File: src/rtl/tpu_result_collector_if.sv
// Host-side result stream of the TPU result collector: one lane word per beat.
// A beat transfers on a rising edge where out_valid && out_ready; once out_valid rises the
// master holds out_data/out_unit/out_last stable and keeps out_valid high until that transfer.
interface tpu_result_collector_if #(
  parameter int DATA_WIDTH = 16,
  parameter int UNIT_W     = 1
);
  logic                  out_valid;
  logic                  out_ready;
  logic [DATA_WIDTH-1:0] out_data;
  logic [UNIT_W-1:0]     out_unit;
  logic                  out_last;

  modport master (output out_valid, output out_data, output out_unit, output out_last,
                  input out_ready);
  modport slave  (input out_valid, input out_data, input out_unit, input out_last,
                  output out_ready);
endinterface

File: src/rtl/tpu_result_collector.sv
// Captures TPU relu_out vectors on done pulses into a small FIFO and serialises the
// active lanes of each vector onto the host stream, flagging vectors lost to a full buffer.
module tpu_result_collector #(
  parameter int DATA_WIDTH = 16,
  parameter int NUM_UNITS  = 2,
  parameter int DEPTH      = 4,
  localparam int UNIT_W    = (NUM_UNITS > 1) ? $clog2(NUM_UNITS) : 1,
  localparam int AW        = $clog2(DEPTH),
  localparam int CW        = AW + 1
) (
  input  logic                            clk,
  input  logic                            reset,
  input  logic                            clear,
  input  logic                            done_in,
  input  logic [NUM_UNITS-1:0]            active_in,
  input  logic [NUM_UNITS*DATA_WIDTH-1:0] relu_in,
  tpu_result_collector_if.master          res,
  output logic [CW-1:0]                   count,
  output logic                            full,
  output logic                            overflow,
  output logic                            state_dbg
);

  localparam int VW = NUM_UNITS * DATA_WIDTH;
  localparam int EW = NUM_UNITS + VW;

  typedef enum logic {IDLE, SEND} state_t;
  state_t state;

  logic [EW-1:0]        mem [DEPTH];
  logic [AW-1:0]        wr_ptr, rd_ptr;
  logic [NUM_UNITS-1:0] mask_q;
  logic [VW-1:0]        data_q;

  logic                 push, pop;
  logic [EW-1:0]        rd_entry;
  logic [NUM_UNITS-1:0] rd_mask;
  logic [VW-1:0]        rd_data;
  logic [UNIT_W-1:0]    first_lane, next_lane;
  logic                 first_last, next_last;

  function automatic logic [UNIT_W-1:0] lowest_from(input logic [NUM_UNITS-1:0] m, input int start);
    logic [UNIT_W-1:0] r;
    r = '0;
    for (int i = NUM_UNITS - 1; i >= 0; i--)
      if (m[i] && i >= start) r = UNIT_W'(i);
    return r;
  endfunction

  function automatic logic any_from(input logic [NUM_UNITS-1:0] m, input int start);
    logic r;
    r = 1'b0;
    for (int i = 0; i < NUM_UNITS; i++)
      if (m[i] && i >= start) r = 1'b1;
    return r;
  endfunction

  // full comes from the registered count, so a pop on the same edge cannot rescue a push.
  assign full      = (count == CW'(DEPTH));
  assign push      = done_in && !clear && !full;
  assign pop       = (state == IDLE) && (count != '0) && !clear;
  assign state_dbg = (state == SEND);

  assign rd_entry   = mem[rd_ptr];
  assign rd_mask    = rd_entry[EW-1 -: NUM_UNITS];
  assign rd_data    = rd_entry[VW-1:0];
  assign first_lane = lowest_from(rd_mask, 0);
  assign first_last = !any_from(rd_mask, int'(first_lane) + 1);
  assign next_lane  = lowest_from(mask_q, int'(res.out_unit) + 1);
  assign next_last  = !any_from(mask_q, int'(next_lane) + 1);

  always_ff @(posedge clk) begin
    if (push) mem[wr_ptr] <= {active_in, relu_in};
  end

  always_ff @(posedge clk or negedge reset) begin
    if (!reset) begin
      state        <= IDLE;
      wr_ptr       <= '0;
      rd_ptr       <= '0;
      count        <= '0;
      overflow     <= 1'b0;
      mask_q       <= '0;
      data_q       <= '0;
      res.out_valid <= 1'b0;
      res.out_data  <= '0;
      res.out_unit  <= '0;
      res.out_last  <= 1'b0;
    end else if (clear) begin
      state        <= IDLE;
      wr_ptr       <= '0;
      rd_ptr       <= '0;
      count        <= '0;
      overflow     <= 1'b0;
      mask_q       <= '0;
      data_q       <= '0;
      res.out_valid <= 1'b0;
      res.out_data  <= '0;
      res.out_unit  <= '0;
      res.out_last  <= 1'b0;
    end else begin
      if (push) wr_ptr <= wr_ptr + 1'b1;
      if (pop)  rd_ptr <= rd_ptr + 1'b1;
      if (done_in && full) overflow <= 1'b1;
      count <= count + CW'(push) - CW'(pop);

      case (state)
        IDLE: begin
          if (pop) begin
            mask_q <= rd_mask;
            data_q <= rd_data;
            // An all-zero mask is consumed here without producing any beat.
            if (rd_mask != '0) begin
              res.out_valid <= 1'b1;
              res.out_data  <= rd_data[first_lane*DATA_WIDTH +: DATA_WIDTH];
              res.out_unit  <= first_lane;
              res.out_last  <= first_last;
              state         <= SEND;
            end
          end
        end
        SEND: begin
          if (res.out_ready) begin
            if (res.out_last) begin
              res.out_valid <= 1'b0;
              state         <= IDLE;
            end else begin
              res.out_data <= data_q[next_lane*DATA_WIDTH +: DATA_WIDTH];
              res.out_unit <= next_lane;
              res.out_last <= next_last;
            end
          end
        end
        default: state <= IDLE;
      endcase
    end
  end

endmodule

File: src/flat_wrapper.sv
// flat-port wrapper written by rule: the top's interface ports become plain ports
module tpu_result_collector_flat 
#(
  parameter int DATA_WIDTH = 16,
  parameter int NUM_UNITS  = 2,
  parameter int DEPTH      = 4,
  localparam int UNIT_W    = (NUM_UNITS > 1) ? $clog2(NUM_UNITS) : 1,
  localparam int AW        = $clog2(DEPTH),
  localparam int CW        = AW + 1
)
  (clk, reset, clear, done_in, active_in, relu_in, count, full, overflow, state_dbg, res_out_valid, res_out_data, res_out_unit, res_out_last, res_out_ready);
  tpu_result_collector_if #(.DATA_WIDTH(DATA_WIDTH)) res_i ();
  input  logic clk;
  input  logic reset;
  input  logic clear;
  input  logic done_in;
  input  logic [NUM_UNITS-1:0] active_in;
  input  logic [NUM_UNITS*DATA_WIDTH-1:0] relu_in;
  output logic [CW-1:0] count;
  output logic full;
  output logic overflow;
  output logic state_dbg;
  output wire logic [$bits(res_i.out_valid)-1:0] res_out_valid;
  output wire logic [$bits(res_i.out_data)-1:0] res_out_data;
  output wire logic [$bits(res_i.out_unit)-1:0] res_out_unit;
  output wire logic [$bits(res_i.out_last)-1:0] res_out_last;
  input wire logic [$bits(res_i.out_ready)-1:0] res_out_ready;
  assign res_out_valid = res_i.out_valid;
  assign res_out_data = res_i.out_data;
  assign res_out_unit = res_i.out_unit;
  assign res_out_last = res_i.out_last;
  assign res_i.out_ready = res_out_ready;
  tpu_result_collector #(.DATA_WIDTH(DATA_WIDTH), .NUM_UNITS(NUM_UNITS), .DEPTH(DEPTH)) u_core (.clk(clk), .reset(reset), .clear(clear), .done_in(done_in), .active_in(active_in), .relu_in(relu_in), .res(res_i), .count(count), .full(full), .overflow(overflow), .state_dbg(state_dbg));
endmodule
File: config.mk
export PLATFORM = sky130hd
export DESIGN_NAME = tpu_result_collector_flat
export DESIGN_NICKNAME = d
export VERILOG_FILES = /design/src/rtl/tpu_result_collector_if.sv /design/src/rtl/tpu_result_collector.sv /design/src/flat_wrapper.sv
export SDC_FILE = /design/constraint.sdc
export NUM_CORES = 1
export LEC_CHECK = 0
export CAP_MARGIN = 20
export CORE_MARGIN = 3
export CORE_UTILIZATION = 25
export DETAILED_ROUTE_END_ITERATION = 10
export PLACE_DENSITY = 0.4
export SETUP_SLACK_MARGIN = 0.3
export SYNTH_ARGS = -nofsm -noshare
export SYNTH_HDL_FRONTEND = slang
export SYNTH_SLANG_ARGS = --single-unit
File: constraint.sdc
create_clock -name clk -period 6.3 [get_ports clk]
set_input_delay 1.575 -clock clk [delete_from_list [all_inputs] [get_ports clk]]
set_output_delay 1.575 -clock clk [all_outputs]
set_load 0.05 [all_outputs]
## Word-level counts from Yosys, hierarchy flattened

Memory sizes are Yosys's and may differ from the RTL's.
Index checks and enable logic that the tools add are counted.

| storage, ports and cells | value |
|---|---|
| output and inout bits | 25 |
| bits of input ports | 39 |
| word-level logic and storage cells | 112 |
| register bits after elaboration | 62 |
| memories | 1 |
| RAM bits | 136 |

Memory list:

| name | depth | bits a word | rd ports | clocked after memory_dff | write ports | line | text |
|---|---|---|---|---|---|---|---|
| u_core.mem | 4 | 34 | 1 | 0 | 1 | tpu_result_collector.sv:30 | `logic [EW-1:0] mem [DEPTH];` |

| operators by class | value |
|---|---|
| bitwise operators | 1 |
| add/subtract/negate cells | 7 |
| reduce and logical (&&, ||, !) cells | 24 |
| equality and inequality tests | 7 |
| multiplexer cells | 53 |
| shifts and indexed selects | 2 |
| $lt $le $gt $ge | 6 |

Operators with widths:

| kind | number |
|---|---|
| $ge A1 B32 Y1 const A | 3 |
| $ge A2 B32 Y1 const A | 3 |
| $mux W32 | 3 |
| $mux W16 | 5 |
| $shiftx A32 B6 Y16 | 2 |
| $mux W1 | 32 |
| $pmux W16 S2 | 1 |
| $mux W2 | 7 |
| $logic_and A1 B1 Y1 | 11 |
| $ne A3 B3 Y1 const B | 3 |
| $pmux W1 S2 | 4 |
| $reduce_and A4 Y1 | 2 |
| $reduce_bool A2 Y1 | 4 |
| $add A1 B1 Y2 const B | 3 |
| $ne A3 B2 Y1 const B | 2 |
| $add A2 B1 Y2 const B | 2 |
| $logic_not A1 Y1 | 4 |
| $add A3 B1 Y3 | 1 |
| $eq A3 B3 Y1 const B | 1 |
| $mux W3 | 1 |
| $reduce_and A3 Y1 | 1 |
| $reduce_bool A3 Y1 | 1 |
| $sub A3 B1 Y3 | 1 |
| $ne A2 B2 Y1 const B | 1 |
| other kinds (2) | 2 |

## Longest topological paths before layout

| logic depth | value |
|---|---|
| depth after elaboration | 15 |
| depth in mapped cells | 9 |
| depth with buffers taken out | 9 |

## Worst setup path before layout

OpenSTA, ideal clock, no wires.

| timing | value |
|---|---|
| path kind | flip-flop to output port |
| from | register u_core.count[2] |
| to | output port full |
| data required time | 4.725 ns |
| slack | 2.758 ns |
| arrival time | 1.967 ns |
| stages on the path, launching flop included | 2 |
| path buffers | 0 |
| cell sequence | dfrtp_1 -> nor3b_1 |

| on the way | value |
|---|---|
| longest elaborated chain between the ends | 1 |

Ends and longest elaborated chain:

| item | line | text |
|---|---|---|
| start, declared | tpu_result_collector.sv:18 | `output logic [CW-1:0] count,` |
| start signal, assigned | tpu_result_collector.sv:105 | `count <= count + CW'(push) - CW'(pop);` |
| $eq A3 B3 Y1 | tpu_result_collector.sv:59 | `assign full = (count == CW'(DEPTH));` |
| end, declared | flat_wrapper.sv:20 | `output logic full;` |

Every way passes these cells.

## Worst setup path after layout

| timing | value |
|---|---|
| from | register u_core.state, in the netlist u_core.state_dbg |
| to | output port state_dbg |

RTL lines:

| item | line | text |
|---|---|---|
| start, declared | tpu_result_collector.sv:28 | `state_t state;` |
| start signal, assigned | tpu_result_collector.sv:78 | `state <= IDLE;` |
| start signal, assigned | tpu_result_collector.sv:90 | `state <= IDLE;` |
| start signal, assigned | tpu_result_collector.sv:118 | `state <= SEND;` |
| end, declared | flat_wrapper.sv:22 | `output logic state_dbg;` |

No word-level cell between the ends.

==> results.json <==
{
  "status": "complete, no violations",
  "worst-setup-path-type": "flop to output pin",
  "synth_top_area_frac": 0.5008,
  "portBuffers": 63,
  "synth-compound-area-share": 0.06459,
  "path_cells": "buf_4, clkdlybuf4s50_1",
  "pwr-share-seq": 0.413,
  "synth-simple-area-share": 0.1040,
  "holdCritPathClass": "flop to flop",
  "yosysSeqAreaShare": 0.6879,
  "synthTopCellsByArea": "edfxtp_1 (50%), dfrtp_1 (19%), mux4_2 (8.6%)",
  "setup_tns_ns": 0,
  "avgSynthCellArea_um2": 15.02,
  "postSynth.asyncResetShare": 0.3096,
  "final_cell_mix": "edfxtp_1 (136), nand2_1 (101), clkdlybuf4s50_1 (61)",
  "start_util": 0.2558,
  "period_share": 0.5785,
  "wl_um": 20080,
  "cp_top_family": "buffers and inverters",
  "drv_cap": 0,
  "cts.sinks": 197,
  "track_usage": 0.1186,
  "ir_drop_mv": 0.1947,
  "die_w_um": 186.6,
  "clk-insertion-delay-late_ns": 0.44,
  "cpMaxStageDelayCell": "clkdlybuf4s50_1",
  "fin_nets": 643,
  "place.detailed.hpwl_um": 11780,
  "ios": 64,
  "hold_viol": 0,
  "pre_cts_ws_ns": 2.349,
  "crit_required_ns": 4.72,
  "gp_congestion": 0.6930,
  "critPathMaxFanout": 40,
  "r2r-start": "u_core.rd_ptr[0]$_DFFE_PN0P_",
  "synth.area.mux_share": 0.09834,
  "final-max-slew-violation-count": 0,
  "max_stage_delay_ns": 0.90,
  "synth-edff-count": 136,
  "pwr-share-comb": 0.335,
  "first_iter_violations": 379,
  "antenna_cells": 0,
  "wl_per_cell_um": 19.21,
  "antenna_found_initial": 0,
  "dr.pass1.iters": 4,
  "clockPowerShare": 0.251,
  "ant_nets": 0,
  "yosysUniqueCellTypes": 41,
  "worst_slew_pin_slew_ns": 1.006,
  "synth_top_family_by_area": "simple AND/OR/NAND/NOR gates",
  "die_h_um": 186.6,
  "drc": 0,
  "p_int_mw": 2.656,
  "synth_top_flop_cell": "edfxtp_1",
  "powerDensity_mw_per_mm2": 424.5,
  "cts_root_buffer": "clkbuf_16",
  "synth_fp_nets": 589,
  "core_area_mm2": 0.03188,
  "relSlewSlack": 0.3293,
  "synthAdderAreaFrac": 0.01166,
  "die-area_mm2": 0.03483,
  "max_freq_ghz": 0.2744,
  "grt_pass1_vias": 5037,
  "grt_max_degree": 62,
  "cts_buffer_depth": 2,
  "grt_pass1_wl_um": 31240,
  "synthXorXnorAreaFrac": 0.005370,
  "synthToLayoutAreaGrowth_pct": 20.60,
  "finalClockSkew_ns": 0.01459,
  "worstHoldStart": "u_core.overflow$_DFFE_PN0P_",
  "ys_seq_elements": 197,
  "min_period_ns": 3.644,
  "rows": 65,
  "setup.worst_path.end_class": "output pin",
  "power_switching_mw": 1.520,
  "path_buf_inv": 2,
  "crit_arrival_ns": 2.07,
  "drive_above_1_share": 0.1492,
  "yosys_warnings": 0,
  "layout_setup_ws_ns": 2.656,
  "critPathLaunchType": "flop",
  "synth_cells": 543,
  "hold_buffers": 0,
  "cts.clk_slew.worst_paths_ns": 0.07,
  "power_switching_share": 0.3640,
  "mostFrequentLayoutCell": "edfxtp_1",
  "netlist_area_mm2": 0.008155,
  "numCtsBuffers": 17,
  "overflow": 0,
  "cp-startpoint": "u_core.state_dbg$_DFF_PN0_",
  "leakage_nw": 3.451,
  "cts_resized": 0,
  "finalSetupViolations": 0,
  "vias_per_cell": 4.529,
  "cts_tree": "built",
  "post-synth-top-area-cell": "edfxtp_1",
  "htreeDepth": 4,
  "rsz0062_at_grt": "false",
  "dr_total_vias": 4733,
  "post_cts_buffers": 0
}
==> worst register-to-register path, cell delays in order, from the launching register on <==
cell,delay (ns)
dfrtp_2,0.56
mux4_2,0.83
o211ai_2,0.85
and2_1,0.80
o41ai_1,0.19
==> sequential cells by signal (all words and copies together), names as in the netlist <==
name	cells
u_core.data_q	32
u_core.mem	136
u_core.res.out_data	16
u_core.rd_ptr	2
u_core.overflow	1
u_core.count	3
u_core.res.out_unit	1
u_core.wr_ptr	2
u_core.res.out_last	1
u_core.state_dbg	1
u_core.mask_q	1
u_core.res.out_valid	1
==> final timing paths <==
kind / endpoint / slack (ns) / cells past startpoint
min in group asynchronous: u_core.wr_ptr[1]$_DFFE_PN0P_ / 1.30 / 2
min reg2reg: u_core.overflow$_DFFE_PN0P_ / 0.50 / 2
min: u_core.overflow$_DFFE_PN0P_ / 0.50 / 2
max reg2reg: u_core.res.out_data[0]$_DFFE_PN0P_ / 2.92 / 4
max: state_dbg / 2.66 / 2
max in group asynchronous: u_core.rd_ptr[0]$_DFFE_PN0P_ / 4.39 / 2
==> Yosys cell counts (all sizes together) (2+ instances only) <==
master  instances
and3           16
xnor2           3
nand2b          3
o31ai           2
clkbuf         28
a211oi         16
nor2b           2
mux4           34
o41ai          16
and2            6
nand2         101
dfrtp          61
buf            11
and3b          16
nand3          18
nor2            9
a31o            2
nor3            2
a21oi          36
xor2            2
inv             8
ha              6
edfxtp        136
==> per-layer routing <==
layer / GRT usage / share of wire / vias up
li1: - / - / 2149
met1: 0.1605 / 0.46 / 2448
met2: 0.1863 / 0.48 / 114
met3: 0.02555 / 0.042 / 22
met4: 0.04769 / 0.020 / 0
met5: 0 / 0 / -
==> power by group through the flow <==
stage / Sequential, mW / Clock (mW) / Combinational [mW]
after floorplan: 1.88 / 0 / 0.817
after global placement: 1.75 / 0 / 1.40
after detailed placement: 1.76 / 0 / 1.41
after CTS: 1.73 / 1.09 / 1.42
after global routing: 1.75 / 1.14 / 1.53
final: 1.73 / 1.05 / 1.40
==> per-stage QoR <==
step                      hold slack [ns]  utilization  area, µm²  std cells  power (mW)
final                              0.5034       0.3085       9836       1045       4.176
after global routing               0.5425       0.3085       9836       1045       4.419
after CTS                          0.5138       0.3062       9761       1042       4.240
after detailed placement           0.4956       0.2886       9201       1010       3.172
after global placement             0.4855       0.2886       9201       1010       3.158
after floorplan                    0.5018            -       8155        543       2.700
==> logic make-up (layout without fill, tap and decap cells) <==
| group | Yosys count | after routing |
|---|---|---|
| simple gates | 175 | 175 |
| mux | 36 | 36 |
| xor+xnor | 5 | 5 |
| fa+ha+maj | 7 | 7 |
| compound gates | 76 | 76 |
| flops | 197 | 197 |
| buf+inv | 47 | 114 |
==> area by class of cell <==
type	count	area (µm²)
clock buffer	20	436.7
inverter	8	30.03
clock inverter	12	122.6
multi-input combinational	299	2335
tap	435	544.3
sequential	197	5612
fill	3220	22040
timing repair buffer	74	755.7
Note: power is estimated with default switching activity, not from simulation.
